$ cat src/rtl/can_timing_pkg.sv
// Shared types, default widths and helpers for the CAN bit-timing generator.
package can_timing_pkg;

  typedef enum logic [1:0] {
    SEG_SYNC = 2'd0,
    SEG_1    = 2'd1,
    SEG_2    = 2'd2
  } seg_e;

  localparam int unsigned DEF_BRP_W  = 32'd6;
  localparam int unsigned DEF_SEG1_W = 32'd4;
  localparam int unsigned DEF_SEG2_W = 32'd3;
  localparam int unsigned DEF_SJW_W  = 32'd2;

  // Nominal bit length in tq: SYNC (1) + SEG1 (tseg1+1) + SEG2 (tseg2+1).
  function automatic int unsigned nominal_bit_tq(input int unsigned tseg1,
                                                 input int unsigned tseg2);
    return tseg1 + tseg2 + 32'd3;
  endfunction

endpackage

$ cat src/rtl/tq_prescaler.sv
// Time-quantum prescaler: counts 0..brp and pulses tq_tick on the last count.
module tq_prescaler #(
  parameter int unsigned BRP_W = 6
) (
  input  logic             clk,
  input  logic             rst,
  input  logic             en,
  input  logic             clear,
  input  logic [BRP_W-1:0] brp,
  output logic             tq_tick
);

  logic [BRP_W-1:0] cnt_q;
  logic [BRP_W-1:0] cnt_d;

  // >= rather than == so a stray count above brp still wraps.
  assign tq_tick = en & ~clear & (cnt_q >= brp);

  // Next count: clear wins, otherwise advance/wrap only while enabled.
  always_comb begin
    cnt_d = cnt_q;
    if (clear) begin
      cnt_d = {BRP_W{1'b0}};
    end else if (en) begin
      if (tq_tick) begin
        cnt_d = {BRP_W{1'b0}};
      end else begin
        cnt_d = cnt_q + {{(BRP_W-1){1'b0}}, 1'b1};
      end
    end else begin
      cnt_d = cnt_q;
    end
  end

  // Count register.
  always_ff @(posedge clk) begin
    if (rst) begin
      cnt_q <= {BRP_W{1'b0}};
    end else begin
      cnt_q <= cnt_d;
    end
  end

endmodule

$ cat src/rtl/can_bit_timing.sv
// CAN bit-timing generator: SYNC/SEG1/SEG2 framing, sample/transmit strobes, hard sync.
// Soft resynchronisation is built only when BIT_TIMING_RESYNC_EN is defined.
module can_bit_timing
  import can_timing_pkg::*;
#(
  parameter int unsigned BRP_W  = DEF_BRP_W,
  parameter int unsigned SEG1_W = DEF_SEG1_W,
  parameter int unsigned SEG2_W = DEF_SEG2_W,
  parameter int unsigned SJW_W  = DEF_SJW_W
) (
  input  logic              clk,
  input  logic              rst,
  input  logic              en,
  input  logic [BRP_W-1:0]  brp,
  input  logic [SEG1_W-1:0] tseg1,
  input  logic [SEG2_W-1:0] tseg2,
  input  logic [SJW_W-1:0]  sjw,
  input  logic              rx,
  input  logic              hard_sync_en,
  output logic              tq_tick,
  output logic              sample_pt,
  output logic              tx_pt,
  output logic              bit_val,
  output logic [1:0]        seg
);

  // One bit wider than tseg1 so an extended SEG1 never wraps.
  localparam int unsigned CNT_W = SEG1_W + 1;
  localparam logic [CNT_W-1:0] CNT_ONE = CNT_W'(1);

  logic [BRP_W-1:0]  brp_q;
  logic [SEG1_W-1:0] tseg1_q;
  logic [SEG2_W-1:0] tseg2_q;
  logic [SJW_W-1:0]  sjw_q;
  seg_e              seg_q, seg_d;
  logic [CNT_W-1:0]  tq_cnt_q, tq_cnt_d;
  logic [CNT_W-1:0]  seg1_end_q, seg1_end_d, seg1_end_eff;
  logic [CNT_W-1:0]  seg2_end_q, seg2_end_d, seg2_end_eff;
  logic              early_q, early_d, early_eff;
  logic              rs_done_q, rs_done_d, rs_set_s;
  logic              rx_prev_q;
  logic              bit_val_q, bit_val_d;
  logic              latch_cfg_s;
  logic              sample_s, tx_s;
  logic              edge_s, hsync_s, pres_tick_s, tick_s;

  assign edge_s  = en & rx_prev_q & ~rx;
  assign hsync_s = edge_s & hard_sync_en;

  tq_prescaler #(.BRP_W(BRP_W)) u_prescaler (
    .clk     (clk),
    .rst     (rst),
    .en      (en),
    .clear   (hsync_s),
    .brp     (brp_q),
    .tq_tick (pres_tick_s)
  );

  assign tick_s = pres_tick_s & ~rst;

`ifdef BIT_TIMING_RESYNC_EN
  logic             rs_ok_s;
  logic [CNT_W-1:0] sjw_p1_s, k_p1_s, r_s;

  assign rs_ok_s  = edge_s & ~hard_sync_en & ~rs_done_q & bit_val_q;
  assign sjw_p1_s = CNT_W'(sjw_q) + CNT_ONE;
  assign k_p1_s   = tq_cnt_q + CNT_ONE;
  assign r_s      = seg2_end_q - tq_cnt_q + CNT_ONE;

  // Soft resync: lengthen SEG1 or shorten/terminate SEG2 by at most sjw+1 tq.
  always_comb begin
    seg1_end_eff = seg1_end_q;
    seg2_end_eff = seg2_end_q;
    early_eff    = early_q;
    rs_set_s     = 1'b0;
    if (rs_ok_s) begin
      case (seg_q)
        SEG_1: begin
          rs_set_s     = 1'b1;
          seg1_end_eff = seg1_end_q + ((k_p1_s < sjw_p1_s) ? k_p1_s : sjw_p1_s);
        end
        SEG_2: begin
          rs_set_s = 1'b1;
          if (r_s <= sjw_p1_s) begin
            early_eff = 1'b1;
          end else begin
            seg2_end_eff = seg2_end_q - sjw_p1_s;
          end
        end
        default: rs_set_s = 1'b0;
      endcase
    end else begin
      rs_set_s = 1'b0;
    end
  end
`else
  logic unused_cfg_s;
  assign unused_cfg_s = ^{sjw_q, rs_done_q};

  // Without soft resync the segment ends are always nominal.
  always_comb begin
    seg1_end_eff = seg1_end_q;
    seg2_end_eff = seg2_end_q;
    early_eff    = early_q;
    rs_set_s     = 1'b0;
  end
`endif

  // Segment FSM: advances on tq_tick; hard sync restarts the bit in SEG1.
  always_comb begin
    seg_d       = seg_q;
    tq_cnt_d    = tq_cnt_q;
    seg1_end_d  = seg1_end_eff;
    seg2_end_d  = seg2_end_eff;
    early_d     = early_eff;
    rs_done_d   = rs_done_q | rs_set_s;
    latch_cfg_s = 1'b0;
    sample_s    = 1'b0;
    tx_s        = 1'b0;
    if (hsync_s) begin
      seg_d      = SEG_1;
      tq_cnt_d   = {CNT_W{1'b0}};
      seg1_end_d = CNT_W'(tseg1_q);
      early_d    = 1'b0;
      rs_done_d  = 1'b0;
    end else if (tick_s) begin
      case (seg_q)
        SEG_SYNC: begin
          seg_d      = SEG_1;
          tq_cnt_d   = {CNT_W{1'b0}};
          seg1_end_d = CNT_W'(tseg1_q);
        end
        SEG_1: begin
          if (tq_cnt_q >= seg1_end_eff) begin
            seg_d      = SEG_2;
            tq_cnt_d   = {CNT_W{1'b0}};
            seg2_end_d = CNT_W'(tseg2_q);
            sample_s   = 1'b1;
          end else begin
            tq_cnt_d = tq_cnt_q + CNT_ONE;
          end
        end
        SEG_2: begin
          if (early_eff || (tq_cnt_q >= seg2_end_eff)) begin
            tx_s     = 1'b1;
            tq_cnt_d = {CNT_W{1'b0}};
            early_d  = 1'b0;
            // An early edge skips SYNC and starts the next bit's SEG1 directly.
            if (early_eff) begin
              seg_d      = SEG_1;
              seg1_end_d = CNT_W'(tseg1_q);
            end else begin
              seg_d       = SEG_SYNC;
              latch_cfg_s = 1'b1;
              rs_done_d   = 1'b0;
            end
          end else begin
            tq_cnt_d = tq_cnt_q + CNT_ONE;
          end
        end
        default: begin
          seg_d    = SEG_SYNC;
          tq_cnt_d = {CNT_W{1'b0}};
        end
      endcase
    end else begin
      seg_d = seg_q;
    end
  end

  assign bit_val_d = sample_s ? rx : bit_val_q;

  // State, configuration and sampled-bit registers.
  always_ff @(posedge clk) begin
    if (rst) begin
      brp_q      <= brp;
      tseg1_q    <= tseg1;
      tseg2_q    <= tseg2;
      sjw_q      <= sjw;
      seg_q      <= SEG_SYNC;
      tq_cnt_q   <= {CNT_W{1'b0}};
      seg1_end_q <= {CNT_W{1'b0}};
      seg2_end_q <= {CNT_W{1'b0}};
      early_q    <= 1'b0;
      rs_done_q  <= 1'b0;
      rx_prev_q  <= 1'b1;
      bit_val_q  <= 1'b1;
    end else begin
      if (latch_cfg_s) begin
        brp_q   <= brp;
        tseg1_q <= tseg1;
        tseg2_q <= tseg2;
        sjw_q   <= sjw;
      end
      seg_q      <= seg_d;
      tq_cnt_q   <= tq_cnt_d;
      seg1_end_q <= seg1_end_d;
      seg2_end_q <= seg2_end_d;
      early_q    <= early_d;
      rs_done_q  <= rs_done_d;
      rx_prev_q  <= rx;
      bit_val_q  <= bit_val_d;
    end
  end

  assign tq_tick   = tick_s;
  assign sample_pt = sample_s;
  assign tx_pt     = tx_s;
  assign bit_val   = bit_val_q;
  assign seg       = seg_q;

endmodule

$ cat config.mk
export PLATFORM = sky130hd
export DESIGN_NAME = can_bit_timing
export DESIGN_NICKNAME = d
export VERILOG_FILES = /design/src/rtl/can_timing_pkg.sv /design/src/rtl/tq_prescaler.sv /design/src/rtl/can_bit_timing.sv
export SDC_FILE = /design/constraint.sdc
export NUM_CORES = 1
export LEC_CHECK = 0
export CORE_UTILIZATION = 25
export CTS_CLUSTER_DIAMETER = 80
export DETAILED_ROUTE_END_ITERATION = 8
export SETUP_SLACK_MARGIN = 0.05
export SLEW_MARGIN = 20
export SYNTH_ARGS = -nofsm -noshare
export SYNTH_HDL_FRONTEND = slang
export SYNTH_SLANG_ARGS = --single-unit
export TNS_END_PERCENT = 100
$ cat constraint.sdc
create_clock -name clk -period 3 [get_ports clk]
set_input_delay 0.75 -clock clk [delete_from_list [all_inputs] [get_ports clk]]
set_output_delay 0.75 -clock clk [all_outputs]
set_load 0.1 [all_outputs]
==> run summary, run 1 <==
STA
--------------------------------------------------------------------------------------
Period utilization                                                               0.957
Clk_skew                                                                    0.00572 ns
RSZ-0062 raised after global routing                                             false
Sum Neg Setup Slack                                                               0 ns
Worst Max-Slew Pin Slew                                                       0.375 ns
Max frequency                                                                  348 MHz
Number of max-slew violations in the final report                                    0
Number of endpoints failing setup at the final stage                                 0
Worst slew margin relative to its limit                                          0.748
Number of endpoints with negative hold slack in the final report                     0
Min cycle time layout                                                          2.87 ns

FINISH
--------------------------------------------------------------------------------------
Sequential cell area                                                          831 um^2
Area growth from synthesis to layout                                             28.4%
Filler cell count                                                                  699
Final Core Density                                                               0.332
Antenna diode instance count                                                         0
Most common cell after layout, fill and taps aside                             dfxtp_1
Most used cells in the layout excluding fill and tap cells                dfxtp_1, nor2_1, inv_1, ha_1, clkdlybuf4s50_1
Post-layout nets                                                                   240
Area taken by multi-input logic gates                                         827 um^2
Share of layout cells above drive strength 1                                     0.153

SYNTHESIS
--------------------------------------------------------------------------------------
Number of register bits inferred by synthesis                                       35
Netlist Area Pre-Place                                                    0.00175 mm^2
Syn. warnings                                                                        0
Part of the Yosys area used for sequential elements                              0.476
Post-synth top flop                                                            dfxtp_1
Post-Synthesis Mean Instance Area                                            10.5 um^2
Async set or reset register ratio after synthesis                                    0
Number of flops mapped to enable cells by yosys                                     13
Cell variety after synth                                                            40
Syn_nets                                                                           204
Cell count after synthesis                                                         166

POWER
--------------------------------------------------------------------------------------
Switching share of power                                                         0.249
Largest vdd supply drop                                                     0.000249 V
Power dissipated by switching net loads                                         242 uW
Clk network pwr share                                                            0.356
Leak Pwr                                                                   0.000922 uW
PD cells                                                                   432 mW/mm^2
Reg power frac                                                                   0.538
Internal power contribution                                                     727 uW
Fraction of power consumed by combinational cells                                0.106

CLOCK TREE
--------------------------------------------------------------------------------------
Setup Buffers After CTS                                                              0
CTS Buffer Depth                                                                     2
Count of instances resized after the clock tree is built                             0
Number of levels the H-tree was split into                                           2
Library cell used as clock root buffer                                        clkbuf_8
CTS tree                                                                          done
Number of buffers added by the clock tree synthesis step                             5
Sink count of the clock tree                                                        35
Worst-Skew Late Latency                                                        0.29 ns
Clk slew on worst S/H paths                                                    0.07 ns
Number of hold buffers added after CTS                                               0

DRT
--------------------------------------------------------------------------------------
Detail-routed via count per cell                                                  4.34
Routed WL                                                                      3.20 mm
Remaining design rule violation count                                                0
DR WL/cell                                                                     11.3 um
Remaining antenna violation count                                                    0
Via count                                                                        1,227
Initial drt markers                                                                 32
Number of detailed-route iterations in the first pass                                4

FLOORPLAN
--------------------------------------------------------------------------------------
Initial core utilization                                                         0.258
Width of the die                                                               85.6 um
Boundary Pins                                                                       26
Die area                                                                  0.00732 mm^2
Site row count                                                                      30
Placeable core area                                                       0.00676 mm^2
Vertical die dimension                                                         85.6 um

PLACED DESIGN
--------------------------------------------------------------------------------------
Count of input and output buffers                                                   23
Hpwl dp                                                                        2.49 mm
Weighted congestion reported at the end of routability-driven placement          0.774

GLOBAL ROUTING
--------------------------------------------------------------------------------------
Met3 demand-to-capacity share in global routing                                 0.0269
Layer with the highest usage after global routing                                 met2
Met1 track utilization from global routing                                       0.111
Vias in the first global route                                                   1,219
Fraction of met2 tracks used by global routing                                   0.175
Largest net degree at the start of global routing                                   16
Initial antenna violation count                                                      0
First-pass GRT wire length                                                     5.55 mm
Total routing resource utilization after global routing                         0.0990
Global route overflow                                                                0

SETUP PATH
--------------------------------------------------------------------------------------
Ordered cell list for the critical path                                   clkdlybuf4s50_1, nand2_1, nor2_1, nor3b_1, buf_4, and2_4, and3_4, buf_12
Largest delay contributor family on the critical path                     buffers and inverters
Crit path max-delay cell type                                             clkdlybuf4s50_1
Startpoint type of the worst setup path                                      input pin
Arrival time at the worst endpoint                                             2.12 ns
Number of buffer and inverter stages on the critical path                            3
Longest individual stage delay on the worst path                               0.46 ns
Critical path data required time                                               2.25 ns
Maximum net fanout on the critical path                                              3
Type of the worst setup path                                                    in2out
Setup crit end kind                                                        output port

RUN
--------------------------------------------------------------------------------------
Count of maximum capacitance violations                                              0

STATUS
--------------------------------------------------------------------------------------
Outcome                                                                   finished clean

MIN PATH
--------------------------------------------------------------------------------------
Worst Hold Class                                                               reg2reg

[kinds of logic after synthesis]
kind of cell | after synthesis | synth area share
AOI/OAI and AO/OA | 24 | 0.104
buffers and inverters | 22 | 0.0516
adders and majority gates | 18 | 0.129
muxes | 8 | 0.0459
xor gates and xnor gates | 6 | 0.0301
and+or+nand+nor | 53 | 0.163
DFF | 35 | 0.476
[through the flow]
stage	cells	cell area [um^2]	total power [uW]	setup slack, ns	hold slack [ns]
2_1_floorplan	166	1750	591	0.0566	0.453
4_1_cts	283	2240	984	0.0724	0.492
3_3_place_gp	275	2150	634	0.0622	0.459
5_1_grt	283	2240	1010	0.0574	0.517
6_report	283	2240	968	0.129	0.485
3_5_place_dp	275	2150	636	0.0790	0.471
[cell usage after synthesis, types with 2 or more instances]
| cell | count | area (um^2) |
|---|---|---|
| clkbuf_1 | 2 | 7.51 |
| inv_1 | 18 | 67.6 |
| nand2b_1 | 5 | 31.3 |
| nand4_1 | 5 | 31.3 |
| nor2_1 | 20 | 75.1 |
| mux2i_1 | 8 | 80.1 |
| nand2_1 | 8 | 30.0 |
| xnor2_1 | 2 | 17.5 |
| xor2_1 | 4 | 35.0 |
| o21ai_0 | 2 | 10.0 |
| ha_1 | 18 | 225 |
| o21ai_1 | 2 | 10.0 |
| nand3_1 | 4 | 20.0 |
| edfxtp_1 | 13 | 390 |
| a21oi_1 | 9 | 45.0 |
| dfxtp_1 | 22 | 440 |
[path summary, 6_finish.rpt]
path         slack (ns)              end                 start  depth (start not counted)
min                0.48  seg2_end_eff[1]            tseg2_q[1]                          2
max reg2reg        0.78         brp_q[3]  u_prescaler.cnt_q[0]                          9
max                0.13            tx_pt          hard_sync_en                          8
min reg2reg        0.48  seg2_end_eff[1]            tseg2_q[1]                          2
[cell type report]
type                    count  area share
multi-input cells         109       0.369
well taps                  80      0.0447
repair buffers             32       0.144
clock inverters             3     0.00893
inverters                  19      0.0318
flip-flops and latches     35       0.371
clock buffers               5      0.0307
[routing by layer]
| layer | share of wire | routed length (um) | vias to the layer above |
|---|---|---|---|
| met1 | 0.48 | 1520 | 553 |
| met2 | 0.48 | 1530 | 20 |
| met5 | 0 | 0 | - |
| met3 | 0.027 | 86 | 6 |
| met4 | 0.019 | 61 | 0 |
| li1 | - | - | 648 |
[tightest hold or removal path, cell delays in order, from the launching register on]
cell and delay [ns]:
edfxtp_1 0.32, mux2i_1 0.06, nor2_1 0.07
[power by group through the flow]
stage | registers [uW] | clock network [uW] | logic [uW]
after floorplan | 536 | 0 | 55.0
after global placement | 532 | 0 | 102
after detailed placement | 532 | 0 | 104
after CTS | 521 | 358 | 105
after global routing | 523 | 375 | 114
final | 521 | 345 | 103
[flip-flops by register name (all words and copies together) (netlist names)]
register and cells:
seg 2, u_prescaler.cnt_q 6, tq_cnt_q 5, seg2_end_eff 3, tseg1_q 4, bit_val 1, seg1_end_eff 4, tseg2_q 3
rx_prev_q 1, brp_q 6
No activity file was read; power rests on OpenSTA's default activity.
==> run 2, diff against run 1 <==
--- a/config.mk
+++ b/config.mk
@@ -8,9 +8,11 @@
 export CORE_UTILIZATION = 25
 export CTS_CLUSTER_DIAMETER = 80
 export DETAILED_ROUTE_END_ITERATION = 8
+export GPL_TIMING_DRIVEN = 0
 export SETUP_SLACK_MARGIN = 0.05
 export SLEW_MARGIN = 20
 export SYNTH_ARGS = -nofsm -noshare
 export SYNTH_HDL_FRONTEND = slang
+export SYNTH_HIERARCHICAL = 1
 export SYNTH_SLANG_ARGS = --single-unit
 export TNS_END_PERCENT = 100
==> run 2 against run 1 <==
Effect of this change:
- wire length increased by 11%
- sequential power about the same
- die area increased by 2.9%
- sequential cell count unchanged
- largest power group unchanged
- synthesized cell count increased by 1.2%
- first-iteration DRC count increased by 110%
- non-clock buffer count increased by 5
- clock skew increased by 0.0036 ns
- final area increased by 7.8%
==> run summary, run 2 <==
STATUS
--------------------------------------------------------------------------------------
Outcome                                                                   finished clean

SETUP PATH
--------------------------------------------------------------------------------------
Largest delay contributor family on the critical path                     buffers and inverters
Register-to-register setup slack                                               0.50 ns   -0.28 ns
FF-to-FF Start                                                            u_prescaler/cnt_q[0]
Cell depth of the worst flop-to-flop path                                            9   unchanged
Crit path max-delay cell type                                                  and4b_1
Ordered cell list for the critical path                                   buf_2, and4b_1, buf_6, nor2b_4, o21ai_2, a31oi_4, buf_12, nand3_4, nor2_4, buf_12
Endpoint of the lowest-slack register-to-register path                      tseg2_q[0]
Critical path data required time                                               2.25 ns   about the same
Startpoint type of the worst setup path                                      input pin
Type of the worst setup path                                                    in2out
Cell with the most instances on the worst path                                  buf_12
Arrival time at the worst endpoint                                             2.14 ns   +0.02 ns
Maximum net fanout on the critical path                                              8   +5
Longest individual stage delay on the worst path                               0.21 ns   -0.25 ns
Number of buffer and inverter stages on the critical path                            4   +1
Setup crit end kind                                                        output port

SYNTHESIS
--------------------------------------------------------------------------------------
Area fraction of the dominant cell type after synthesis                          0.245   -0.00737
Cell count after synthesis                                                         168   +1.2%
Post-synth top flop                                                            dfxtp_1
Top cell type by total area after synthesis                                    dfxtp_1
Cell variety after synth                                                            43   +7.5%
Count leader, synth                                                            dfxtp_1
Number of register bits inferred by synthesis                                       35   unchanged
Syn_nets                                                                           206   +0.98%
Part of the Yosys area used for sequential elements                              0.462   -0.0139
Dominant cells by area after synthesis                                    dfxtp_1, edfxtp_1, ha_1, mux2i_1, inv_1
Post-Synthesis Mean Instance Area                                            10.7 um^2   +1.8%
Top post-synthesis cells by count                                         dfxtp_1, ha_1, inv_1
Async set or reset register ratio after synthesis                                    0   unchanged
Netlist Area Pre-Place                                                    0.00180 mm^2   +3.0%
Number of flops mapped to enable cells by yosys                                     13   unchanged
Syn. warnings                                                                        6   +6

CLOCK TREE
--------------------------------------------------------------------------------------
Clk slew on worst S/H paths                                                    0.07 ns   about the same
Worst-Skew Late Latency                                                        0.29 ns   about the same
Number of buffers added by the clock tree synthesis step                             5   unchanged
CTS tree                                                                          done
CTS Buffer Depth                                                                     2   unchanged
Number of hold buffers added after CTS                                               0   unchanged
Sink count of the clock tree                                                        35   unchanged
Number of levels the H-tree was split into                                           2   unchanged
Library cell used as clock root buffer                                        clkbuf_8

POWER
--------------------------------------------------------------------------------------
Fraction of power consumed by combinational cells                                0.098   -0.008
Switching share of power                                                         0.227   -0.0227
Leak Pwr                                                                   0.000921 uW   -0.11%
Largest vdd supply drop                                                     0.000222 V   -11%
Internal power contribution                                                     807 uW   +11%
Reg power frac                                                                   0.501   -0.037
Power dissipated by switching net loads                                         237 uW   -2.1%
Total power                                                                    1040 uW   +7.8%
Clk network pwr share                                                            0.401   +0.045
PD cells                                                                   432 mW/mm^2   about the same

DRT
--------------------------------------------------------------------------------------
Via count                                                                        1,349   +9.9%
Number of detailed-route iterations in the first pass                                4   unchanged
Remaining antenna violation count                                                    0   unchanged
DR WL/cell                                                                     11.6 um   +3.0%
Routed WL                                                                      3.56 mm   +11%
Remaining design rule violation count                                                0   unchanged
Initial drt markers                                                                 67   +110%
Detail-routed via count per cell                                                  4.41   +1.7%

FLOORPLAN
--------------------------------------------------------------------------------------
Placeable core area                                                       0.00687 mm^2   +1.7%
Width of the die                                                               86.8 um   +1.5%
Site row count                                                                      30   unchanged
Vertical die dimension                                                         86.8 um   +1.5%
Boundary Pins                                                                       26   unchanged
Initial core utilization                                                         0.262   +0.00342
Die area                                                                  0.00754 mm^2   +2.9%

FINISH
--------------------------------------------------------------------------------------
Final standard cell count with taps included and fillers excluded                  306   +8.1%
Post-layout nets                                                                   247   +2.9%
Most used cells in the layout excluding fill and tap cells                dfxtp_1, ha_1, clkdlybuf4s50_1
Most common cell after layout, fill and taps aside                             dfxtp_1
Final Core Density                                                               0.352   +0.0201
Regs by FF count                                                          brp_q: 6 flops, u_prescaler/cnt_q: 6 flops, tq_cnt_q: 5 flops
Area growth from synthesis to layout                                             34.4%
Antenna diode instance count                                                         0   unchanged
Share of layout cells above drive strength 1                                     0.205   +0.0521

PLACED DESIGN
--------------------------------------------------------------------------------------
Instance count after placement with tap cells included                             287   +4.4%
Weighted congestion reported at the end of routability-driven placement          0.775   +0.22%
Pre-CTS setup slack                                                           -1.75 ns   -1.83 ns
Count of input and output buffers                                                   23   unchanged
Hpwl dp                                                                        2.53 mm   +1.2%

STA
--------------------------------------------------------------------------------------
Worst Setup Slack, final                                                      0.109 ns   -0.0198 ns
Number of max-slew violations in the final report                                    0   unchanged
Number of endpoints with negative hold slack in the final report                     0   unchanged
Worst Max-Slew Pin Slew                                                       0.979 ns   +0.604 ns
Worst slew margin relative to its limit                                          0.345   -0.403
Worst hold-check slack                                                        0.471 ns   -0.0138 ns
Min cycle time layout                                                          2.89 ns   +0.0198 ns
Clk_skew                                                                    0.00929 ns   +0.00357 ns
Max frequency                                                                  346 MHz   -0.69%
RSZ-0062 raised after global routing                                              true
Number of endpoints failing setup at the final stage                                 0   unchanged
Period utilization                                                               0.964   +0.00660

GLOBAL ROUTING
--------------------------------------------------------------------------------------
Vias in the first global route                                                   1,252   +2.7%
Total routing resource utilization after global routing                          0.105   +0.00586
First-pass GRT wire length                                                     6.00 mm   +8.1%
Initial antenna violation count                                                      0   unchanged
Global route overflow                                                                0   unchanged
Largest net degree at the start of global routing                                   14   -2

MIN PATH
--------------------------------------------------------------------------------------
Worst min-delay path endpoint                                             seg2_end_eff[0]
Worst Hold Class                                                               reg2reg
Min-delay src                                                               tseg2_q[0]
Worst Hold Path Cells                                                                2   unchanged

RUN
--------------------------------------------------------------------------------------
Count of maximum capacitance violations                                              0   unchanged

-- run 2: cell count changes after synthesis, moves of 3 or more --
| cell | before | now |
|---|---|---|
| inv_1 | 18 | 15 |
| nor2_1 | 20 | 12 |
| nor3_1 | 1 | 4 |
| a21oi_1 | 9 | 6 |
| nand2b_1 | 5 | 2 |
| nand3_1 | 4 | 9 |
| nor4_1 | 1 | 5 |
-- run 2: how the worst max path moves through the flow --
| stage | start | end | slack (ns) | cells past startpoint |
|---|---|---|---|---|
| after floorplan | hard_sync_en | tx_pt | -0.03 | 7 |
| after global placement | en | tq_tick | -1.71 | 9 |
| after detailed placement | en | tq_tick | -1.75 | 9 |
| after CTS | rx | tx_pt | 0.08 | 10 |
| after global routing | en | tx_pt | 0.03 | 10 |
| final | en | tx_pt | 0.11 | 10 |
-- run 2: kinds of logic (layout without fill, tap and decap cells) --
logic type / count (synthesis) / after routing / share of synthesized area
adder cells (fa/ha/maj): 18 / 18 / 0.125
AO/OA/AOI/OAI: 25 / 25 / 0.117
AND/OR/NAND/NOR: 58 / 58 / 0.187
multiplexers: 7 / 7 / 0.0390
buffers and inverters: 20 / 62 / 0.0459
XOR/XNOR: 5 / 5 / 0.0244
flip-flops: 35 / 35 / 0.462
-- run 2: routing by layer --
layer,part of all wire,vias to the layer above,global-route usage
met3,0.040,8,0.0295
met4,0.025,0,0.0500
met2,0.45,34,0.162
li1,-,689,-
met1,0.48,618,0.134
met5,0,-,0
-- run 2: area by class of cell --
class,instances,area [um^2]
buffer,3,18.8
fill,690,4450
inverter,17,71.3
timing repair buffer,34,339
clock buffer,5,68.8
sequential,35,832
tap,96,120
multi-input combinational,113,927
clock inverter,3,38.8
-- run 2: power groups by stage --
| stage | clock network, uW | logic (uW) | registers (uW) |
|---|---|---|---|
| final | 419 | 102 | 523 |
| after global placement | 0 | 95.7 | 533 |
| after floorplan | 0 | 51.8 | 538 |
| after CTS | 431 | 103 | 523 |
| after detailed placement | 0 | 98.0 | 534 |
| after global routing | 453 | 113 | 525 |
-- run 2: timing repair --
item,4_1_cts,5_1_grt
gates resized for setup,45,3
setup endpoints to repair,20,3
setup buffers,8,3
pin swaps,2,1
-- run 2: metrics by stage --
stage	cell area, um^2	TNS, ns
2_1_floorplan	1810	-0.0315
3_3_place_gp	2160	-20.26
3_5_place_dp	2170	-16.13
4_1_cts	2400	0
5_1_grt	2420	0
6_report	2420	0
-- run 2: worst register-to-register path, stage by stage, from the launching register on --
cell	delay (ns)
dfxtp_2	0.36
inv_1	0.05
ha_1	0.25
or3b_1	0.11
o2111ai_2	0.17
a31oi_4	0.22
buf_12	0.15
nand3_4	0.08
buf_4	0.15
o21bai_2	0.59
